==> src/rtl/lru_replacement_ctrl_pkg.sv <==
// Shared types and encode helpers for the LRU replacement controller.
package lru_ctrl_pkg;

  localparam int unsigned MAX_WAYS     = 32;
  localparam int unsigned MAX_WAY_BITS = 5;

  typedef enum logic [2:0] {
    IDLE    = 3'd0,
    LOOKUP  = 3'd1,
    RESOLVE = 3'd2,
    UPDATE  = 3'd3,
    RESP    = 3'd4
  } lru_state_e;

  // Lowest set bit wins; an all-zero vector encodes to way 0.
  function automatic logic [MAX_WAY_BITS-1:0] onehot_to_way(input logic [MAX_WAYS-1:0] vec);
    logic [MAX_WAY_BITS-1:0] way;
    logic                    found;
    way   = '0;
    found = 1'b0;
    for (int unsigned i = 0; i < MAX_WAYS; i++) begin
      if (vec[i] && !found) begin
        way   = MAX_WAY_BITS'(i);
        found = 1'b1;
      end
    end
    return way;
  endfunction

  function automatic logic [MAX_WAY_BITS-1:0] lowest_zero(input logic [MAX_WAYS-1:0] vec);
    return onehot_to_way(~vec);
  endfunction

endpackage

==> src/rtl/lru_replacement_ctrl_hit_fifo.sv <==
// Synchronous FIFO buffering {index, way} hit updates; push is refused when full.
module lru_hit_fifo #(
  parameter int unsigned DEPTH = 2,
  parameter int unsigned WIDTH = 10
) (
  input  logic             clock,
  input  logic             reset,
  input  logic             push,
  input  logic [WIDTH-1:0] push_data,
  input  logic             pop,
  output logic [WIDTH-1:0] pop_data,
  output logic             full,
  output logic             empty
);

  localparam int unsigned PTR_BITS = (DEPTH > 1) ? $clog2(DEPTH) : 1;
  localparam int unsigned CNT_BITS = $clog2(DEPTH + 1);

  logic [WIDTH-1:0]    mem [DEPTH];
  logic [PTR_BITS-1:0] wr_ptr;
  logic [PTR_BITS-1:0] rd_ptr;
  logic [CNT_BITS-1:0] count;
  logic                do_push;
  logic                do_pop;

  assign full     = (count == CNT_BITS'(DEPTH));
  assign empty    = (count == '0);
  assign do_push  = push && !full;
  assign do_pop   = pop && !empty;
  assign pop_data = mem[rd_ptr];

  function automatic logic [PTR_BITS-1:0] ptr_next(input logic [PTR_BITS-1:0] p);
    return (p == PTR_BITS'(DEPTH - 1)) ? '0 : p + PTR_BITS'(1);
  endfunction

  always_ff @(posedge clock) begin
    if (do_push) mem[wr_ptr] <= push_data;
  end

  always_ff @(posedge clock) begin
    if (reset) begin
      wr_ptr <= '0;
      rd_ptr <= '0;
      count  <= '0;
    end else begin
      if (do_push) wr_ptr <= ptr_next(wr_ptr);
      if (do_pop)  rd_ptr <= ptr_next(rd_ptr);
      case ({do_push, do_pop})
        2'b10:   count <= count + CNT_BITS'(1);
        2'b01:   count <= count - CNT_BITS'(1);
        default: count <= count;
      endcase
    end
  end

endmodule

==> src/rtl/lru_replacement_ctrl.sv <==
// Sequences one LRU instance: buffered hit updates plus miss victim selection.
// Define LRU_WAY_LOCK_EN to add lock_mask, which excludes ways from victim choice.
module lru_replacement_ctrl
  import lru_ctrl_pkg::*;
#(
  parameter int unsigned NUM_WAYS       = 4,
  parameter int unsigned INDEX_BITS     = 8,
  parameter int unsigned WAY_BITS       = $clog2(NUM_WAYS),
  parameter int unsigned HIT_FIFO_DEPTH = 2
) (
  input  logic                  clock,
  input  logic                  reset,
  input  logic                  hit_valid,
  input  logic [INDEX_BITS-1:0] hit_index,
  input  logic [WAY_BITS-1:0]   hit_way,
  output logic                  hit_ready,
  input  logic                  miss_valid,
  input  logic [INDEX_BITS-1:0] miss_index,
  input  logic [NUM_WAYS-1:0]   miss_way_valid,
  output logic                  miss_ready,
  output logic                  victim_valid,
  output logic [WAY_BITS-1:0]   victim_way,
  output logic [INDEX_BITS-1:0] victim_index,
  output logic                  victim_was_invalid,
  input  logic                  victim_ready,
  output logic [INDEX_BITS-1:0] lru_current_index,
  output logic [WAY_BITS-1:0]   lru_access,
  output logic                  lru_access_valid,
  input  logic [NUM_WAYS-1:0]   lru_in
`ifdef LRU_WAY_LOCK_EN
  ,
  input  logic [NUM_WAYS-1:0]   lock_mask
`endif
);

  lru_state_e            state_q;
  logic [INDEX_BITS-1:0] idx_q;
  logic [NUM_WAYS-1:0]   valid_q;
  logic [WAY_BITS-1:0]   way_q;
  logic                  inv_q;

  logic                  fifo_full;
  logic                  fifo_empty;
  logic                  drain;
  logic [INDEX_BITS-1:0] fifo_index;
  logic [WAY_BITS-1:0]   fifo_way;

  logic [NUM_WAYS-1:0]   lock_eff;
  logic [NUM_WAYS-1:0]   cand_inv;
  logic [MAX_WAYS-1:0]   lru_pad;
  logic [MAX_WAYS-1:0]   inv_pad;
  logic [MAX_WAYS-1:0]   lock_pad;
  logic [WAY_BITS-1:0]   lru_way;
  logic [WAY_BITS-1:0]   way_d;
  logic                  inv_d;

  assign hit_ready  = !reset && !fifo_full;
  assign miss_ready = !reset && (state_q == IDLE) && fifo_empty;

  // The LRU port is free for a hit drain only outside the lookup/update window of a miss.
  assign drain = !reset && !fifo_empty && ((state_q == IDLE) || (state_q == RESP));

  lru_hit_fifo #(
    .DEPTH (HIT_FIFO_DEPTH),
    .WIDTH (INDEX_BITS + WAY_BITS)
  ) u_hit_fifo (
    .clock     (clock),
    .reset     (reset),
    .push      (hit_valid && hit_ready),
    .push_data ({hit_index, hit_way}),
    .pop       (drain),
    .pop_data  ({fifo_index, fifo_way}),
    .full      (fifo_full),
    .empty     (fifo_empty)
  );

  always_comb begin
    lock_eff = '0;
`ifdef LRU_WAY_LOCK_EN
    if (!(&lock_mask)) lock_eff = lock_mask;
`endif
    cand_inv = ~valid_q & ~lock_eff;
    lru_pad  = '0;
    lru_pad[NUM_WAYS-1:0] = lru_in;
    inv_pad  = '0;
    inv_pad[NUM_WAYS-1:0] = cand_inv;
    lock_pad = '1;
    lock_pad[NUM_WAYS-1:0] = lock_eff;
    lru_way  = WAY_BITS'(onehot_to_way(lru_pad));
    way_d    = '0;
    inv_d    = 1'b0;
    if (|cand_inv) begin
      way_d = WAY_BITS'(onehot_to_way(inv_pad));
      inv_d = 1'b1;
    end else if (!lock_eff[lru_way]) begin
      way_d = lru_way;
    end else begin
      way_d = WAY_BITS'(lowest_zero(lock_pad));
    end
  end

  always_ff @(posedge clock) begin
    if (reset) begin
      state_q <= IDLE;
      idx_q   <= '0;
      valid_q <= '0;
      way_q   <= '0;
      inv_q   <= 1'b0;
    end else begin
      case (state_q)
        IDLE: begin
          if (miss_valid && miss_ready) begin
            idx_q   <= miss_index;
            valid_q <= miss_way_valid;
            state_q <= LOOKUP;
          end
        end
        LOOKUP:  state_q <= RESOLVE;
        RESOLVE: begin
          way_q   <= way_d;
          inv_q   <= inv_d;
          state_q <= UPDATE;
        end
        UPDATE:  state_q <= RESP;
        RESP:    if (victim_ready) state_q <= IDLE;
        default: state_q <= IDLE;
      endcase
    end
  end

  always_comb begin
    lru_access_valid  = drain || (!reset && (state_q == UPDATE));
    lru_current_index = '0;
    lru_access        = '0;
    if (!reset) begin
      lru_current_index = idx_q;
      if (state_q == UPDATE) begin
        lru_access = way_q;
      end else if (drain) begin
        lru_current_index = fifo_index;
        lru_access        = fifo_way;
      end
    end
  end

  assign victim_valid       = (state_q == RESP);
  assign victim_way         = way_q;
  assign victim_index       = idx_q;
  assign victim_was_invalid = inv_q;

endmodule
==> config.mk <==
export PLATFORM = sky130hd
export DESIGN_NAME = lru_replacement_ctrl
export DESIGN_NICKNAME = d
export VERILOG_FILES = /design/src/rtl/lru_replacement_ctrl_pkg.sv /design/src/rtl/lru_replacement_ctrl_hit_fifo.sv /design/src/rtl/lru_replacement_ctrl.sv
export SDC_FILE = /design/constraint.sdc
export NUM_CORES = 1
export LEC_CHECK = 0
export ABC_AREA = 1
export BUFFER_PORTS_ARGS = -buffer_cell sky130_fd_sc_hd__buf_2
export CELL_PAD_IN_SITES_DETAIL_PLACEMENT = 0
export CELL_PAD_IN_SITES_GLOBAL_PLACEMENT = 1
export CORE_UTILIZATION = 38
export CTS_CLUSTER_SIZE = 25
export DETAILED_ROUTE_END_ITERATION = 10
export HOLD_SLACK_MARGIN = 0.05
export PLACE_DENSITY_LB_ADDON = 0.1
export SLEW_MARGIN = 20
export SYNTH_ARGS = -nofsm -noshare
export SYNTH_HDL_FRONTEND = slang
export SYNTH_HIERARCHICAL = 1
export SYNTH_SLANG_ARGS = --single-unit
export TNS_END_PERCENT = 10
==> constraint.sdc <==
create_clock -name clock -period 2.25 [get_ports clock]
set_input_delay 0.5625 -clock clock [delete_from_list [all_inputs] [get_ports clock]]
set_output_delay 0.5625 -clock clock [all_outputs]
set_load 0.05 [all_outputs]
# Word-level counts from Yosys, hierarchy flattened
# Memories as Yosys holds them, arrays and structs flattened. A register that Yosys moved wholly into a read port is not among the register bits.
# Index checks and enable logic that the tools add are counted.
classes:
  add_sub_neg: 4
  order_cmp: 1
  eq_ne: 9
  muxes: 39
  bitwise: 1
  n_reduce_logical: 33
ops:
  columns: ["cell", "n"]
  rows:
  - ["8-bit two-way mux", 3]
  - ["1-bit two-way mux", 21]
  - ["2-bit two-way mux", 10]
  - ["1-bit logical AND", 16]
  - ["3-bit case mux with 5 select lines", 1]
  - ["1-bit logical NOT", 9]
  - ["3-bit by 2-bit equality test with 1-bit output (second input constant)", 2]
  - ["3-bit two-way mux", 2]
  - ["2-bit equality test (second input constant)", 2]
  - ["2-bit by 1-bit inequality test with 1-bit output (second input constant)", 2]
  - ["4-bit NOT", 1]
  - ["2-bit case mux with 2 select lines", 1]
  - ["2-bit AND reduction", 2]
  - ["4-bit OR reduction", 1]
  - ["3-bit by 1-bit equality test with 1-bit output (second input constant)", 1]
  - ["3-bit equality test (second input constant)", 1]
  - ["3-bit logical NOT", 1]
  - ["2-bit by 3-bit less-than comparator with 1-bit output (second input constant)", 1]
  - ["1-bit adder (second input constant)", 2]
  - ["2-bit by 1-bit adder with 2-bit output (second input constant)", 1]
  - ["1-bit binary-select mux with 2-bit select", 1]
  - ["2-bit by 1-bit equality test with 1-bit output (second input constant)", 1]
  - ["2-bit logical NOT", 1]
  - ["1-bit logical OR", 2]
  - ["2 further kinds", 2]
totals:
  reg_bits: 22
  ramBits: 20
  out_inout_bits: 25
  memories: 1
mem_list:
  columns: ["memory", "words", "width", "read_ports", "rd_clocked_by_memory_dff", "wr", "line_no", "source"]
  rows:
  - ["u_hit_fifo.mem", 2, 10, 1, 1, 1, "lru_replacement_ctrl_hit_fifo.sv:19", "logic [WIDTH-1:0] mem [DEPTH];"]

# Logic depth before layout (Yosys ltp)
logic_depth:
  ltp_word: 17
  depth_mapped: 12

# Modules after synthesis
# Netlist, hierarchy kept.
by_module_without_submodules:
  columns: ["module", "instances", "cells_per_inst", "area_each_um2", "seq_area_each_um2"]
  rows:
  - ["lru_replacement_ctrl", 1, 164, 1028.5, 360.3]
  - ["lru_hit_fifo", 1, 71, 980.9, 700.7]

# Least setup slack after synthesis
# Ideal clock, no wire load.
synth_timing:
  path_type: "reg-to-output"
  from: "reg u_hit_fifo.count[0]"
  to: "out miss_ready"
  arrival_time_ns: 2.230
  required_time_ns: 1.688
  setup_slack_ns: -0.543
  stages_incl_launch_ff: 4
  path_buffers: 0
  path_cell_list: "dfxtp_1 -> nor2_2 -> inv_1 -> nor4_1"
synth_between:
  elab_chain_cells: 2
synth_rtl:
  columns: ["element", "line_no", "source"]
  rows:
  - ["start, declared", "lru_replacement_ctrl_hit_fifo.sv:22", "logic [CNT_BITS-1:0] count;"]
  - ["start signal, assigned", "lru_replacement_ctrl_hit_fifo.sv:49", "2'b10: count <= count + CNT_BITS'(1);"]
  - ["start signal, assigned", "lru_replacement_ctrl_hit_fifo.sv:50", "2'b01: count <= count - CNT_BITS'(1);"]
  - ["start signal, assigned", "lru_replacement_ctrl_hit_fifo.sv:51", "default: count <= count;"]
  - ["2-bit logical NOT", "lru_replacement_ctrl_hit_fifo.sv:27", "assign empty = (count == '0);"]
  - ["via fifo_empty", "lru_replacement_ctrl.sv:43", "logic fifo_empty;"]
  - ["1-bit logical AND", "lru_replacement_ctrl.sv:58", "assign miss_ready = !reset && (state_q == IDLE) && fifo_empty;"]
  - ["end, declared", "lru_replacement_ctrl.sv:20", "output logic miss_ready,"]
# The timed path passes the listed nets, and every way through them passes these cells.

# Final worst setup path
layout_timing:
  from: "in reset"
  to: "out lru_current_index[7]"
layout_between:
  elab_chain_cells: 6
layout_rtl:
  columns: ["element", "line_no", "source"]
  rows:
  - ["start, declared", "lru_replacement_ctrl.sv:12", "input logic reset,"]
  - ["1-bit logical NOT", null, null]
  - ["1-bit logical AND (2 in a row)", "lru_replacement_ctrl.sv:61", "assign drain = !reset && !fifo_empty && ((state_q == IDLE) || (state_q == RESP));"]
  - ["8-bit two-way mux", "lru_replacement_ctrl.sv:139", "end else if (drain) begin"]
  - ["8-bit two-way mux", "lru_replacement_ctrl.sv:137", "if (state_q == UPDATE) begin"]
  - ["8-bit two-way mux (*)", "lru_replacement_ctrl.sv:135", "if (!reset) begin"]
  - ["end, declared", "lru_replacement_ctrl.sv:26", "output logic [INDEX_BITS-1:0] lru_current_index,"]
# Every way passes the cells marked *; elsewhere a longest branch is shown, timed or not.

==> flow_metrics.tcl <==
set metrics [dict create \
    routabilityCongestion 0.724 \
    clock_sinks 43 \
    pre_cts_ws_ns 0.109 \
    tightest_slew_ns 0.408 \
    synth-seq-cells 43 \
    cp.arrival_ns 1.58 \
    p_total_mw 2.25 \
    cts_max_level 2 \
    hold_viol_final 0 \
    drive_above_1_share_pct 32.6 \
    fin_ws_ns 0.108 \
    muxShareOfSynthArea_pct 5.60 \
    die_h_um 74.7 \
    rows 26 \
    core-area_um2 5110 \
    worst-path-max-fanout 12 \
    power_density_nw_per_um2 895 \
    via_per_inst 4.31 \
    rsz0062_at_grt "no" \
    ioPinCount 56 \
    maxSlewHeadroom_pct 72.8 \
    initial_core_util_pct 39.3 \
    setup_viol 0 \
    synth_ff_type "dfxtp_1" \
    ant_nets 0 \
    netlist_top_cells_count "nand2_1 (54), nor2_1 (43), inv_1 (34), dfxtp_1 (23), edfxtp_1 (20)" \
    grt_first_pass_wirelength_um 6220 \
    post-route-util_pct 49.3 \
    postSynthNetCount 267 \
    synth_cells 235 \
    grt.total_usage_pct 15.4 \
    multi_input_area_um2 790 \
    nets 332 \
    irDropWorstVdd_mv 0.354 \
    min_period_over_period_pct 95.2 \
    drt_drc_violations_left 0 \
    syn_to_final_growth_pct 25.2 \
    ys_async_sr_fraction_pct 0 \
    yosys.cell_count.top_type "nand2_1" \
    p_leak_nw 1.19 \
    seqCellArea_um2 1060 \
    cts_root_buf "clkbuf_8" \
    synth-xor-area-share_pct 0 \
    status "finished clean" \
    grt_overflow_total 0 \
    first_global_vias 1394 \
    max_freq_ghz 0.467 \
    ys_seq_area_share_pct 52.8 \
    timing.hold.ws_ns 0.448 \
    clk_transition_reported_paths_ns 0.09 \
    die_w_um 74.7 \
    synth_top_area_share_pct 29.9 \
    fill_cells 527 \
    ctsHoldBuffers 0 \
    timing.final.crit_period_ns 2.14 \
    yosys-top-cells-area "edfxtp_1 (30%), dfxtp_1 (23%), nand2_1 (10%)" \
    io_buffers 55 \
    cp-end-kind "primary output" \
    synthAdderAreaFrac_pct 0.623 \
    wl_um 4000 \
    cts.path.max_buffers 2 \
    yosysWarnings 6 \
    cp-start-kind "primary input" \
    crit_required_ns 1.69 \
    grt_max_degree 26 \
    num_vias 1600 \
    netlist_area_um2 2010 \
    n_antenna_cell 0 \
    maxCapViolCount 0 \
    cts_tree "built" \
    skew_ns 0.0112 \
    synth-simple-area-share_pct 24.8 \
    worstHoldPathType "in -> reg" \
    dieArea_um2 5580 \
    yosysTopAreaCell "edfxtp_1" \
    synth_cell_type_count 25 \
    drt_iter0_markers 51 \
    synth_compound_area_share_pct 7.10 \
    clk_latency_ns 0.30 \
    antenna_found_initial 0 \
    report.final.slew_viol_count 0 \
    syn_avg_cell_area_um2 8.55 \
    post-dp-hpwl_um 2960 \
    cts_buffers 5 \
    synth-edff-count 20 \
    first_pass_iters 4 \
    synth_top_family_by_area "simple AND/OR/NAND/NOR gates" \
    worstSetupPathType "in -> out" \
    wl_per_cell_um 10.8 \
]
[placed cells by master (no fill, tap or decap)]
master / instances
mux2_2: 10
buf_2: 50
o21ai_2: 1
nand2_1: 54
nor3b_1: 1
nor2_1: 43
buf_4: 9
inv_2: 3
ha_1: 1
nor4_2: 1
clkbuf_8: 5
o21ai_1: 1
clkbuf_4: 4
inv_1: 33
nor2_2: 5
inv_6: 2
dfxtp_1: 23
clkinv_4: 1
nand4_1: 1
o21ai_0: 14
nand4_4: 1
nand3_1: 2
edfxtp_1: 20
nor2_4: 3
a21oi_1: 10
a21oi_2: 1
nand3_4: 2
[sequential cells by signal, indices dropped and copies added, names as in the netlist, named ones only]
name	flops
u_hit_fifo/count	2
state_q	3
u_hit_fifo/wr_ptr	1
victim_index	8
victim_way	2
u_hit_fifo/mem	20
valid_q	4
u_hit_fifo/rd_ptr	1
victim_was_invalid	1
[cells by family after synthesis]
group,after synthesis
compound gates,27
fa+ha+maj,1
buf+inv,42
flops,43
mux,10
simple gates,112
[through the flow]
step	setup TNS [ns]	instance area, um^2	instances
2_1_floorplan	-0.454	2020	235
3_3_place_gp	0	2380	361
3_5_place_dp	0	2380	361
4_1_cts	0	2480	369
5_1_grt	0	2520	371
6_report	0	2520	371
[where the power goes]
group	internal [mW]	switching, mW	total (mW)
clock	0.228	0.289	0.518
combinational	0.218	0.555	0.772
sequential	0.906	0.0554	0.961
total	1.35	0.899	2.25
[worst max-delay path, stage by stage]
cell     delay, ns
buf_2         0.16
inv_2         0.14
buf_4         0.20
o21ai_0       0.09
a21oi_1       0.14
buf_2         0.28
[cell type report]
cell class	count	area share [%]
flip-flops and latches	43	42.2
repair buffers	63	13.8
multi-input cells	151	31.4
inverters	36	5.37
clock buffers	5	2.73
well taps	70	3.48
clock inverters	3	1.04
[timing repair]
action | in CTS | in global routing
buffers inserted | 0 | 1
resized for setup | 0 | 9
endpoints found under the setup margin | 0 | 9
[final timing paths]
| kind | from | to | slack [ns] | depth (start not counted) |
|---|---|---|---|---|
| worst max register to register | u_hit_fifo/count[1]$_SDFFE_PP0P_ | u_hit_fifo/count[1]$_SDFFE_PP0P_ | 0.52 | 12 |
| worst max-delay path | reset | lru_current_index[7] | 0.11 | 6 |
| worst min-delay path | hit_way[1] | u_hit_fifo/mem[1][1]$_DFFE_PP_ | 0.45 | 1 |
| worst min register to register | u_hit_fifo/rd_ptr$_SDFFE_PP0P_ | flip-flop | 0.51 | 2 |
[per-layer routing]
layer	vias up	share of wire, %	GRT usage [%]
met5	-	0	0
met3	5	3.7	4.55
met2	32	48	24.8
met4	0	1.3	6.29
li1	868	-	-
met1	695	47	19.2
No activity file was read; power rests on OpenSTA's default activity.
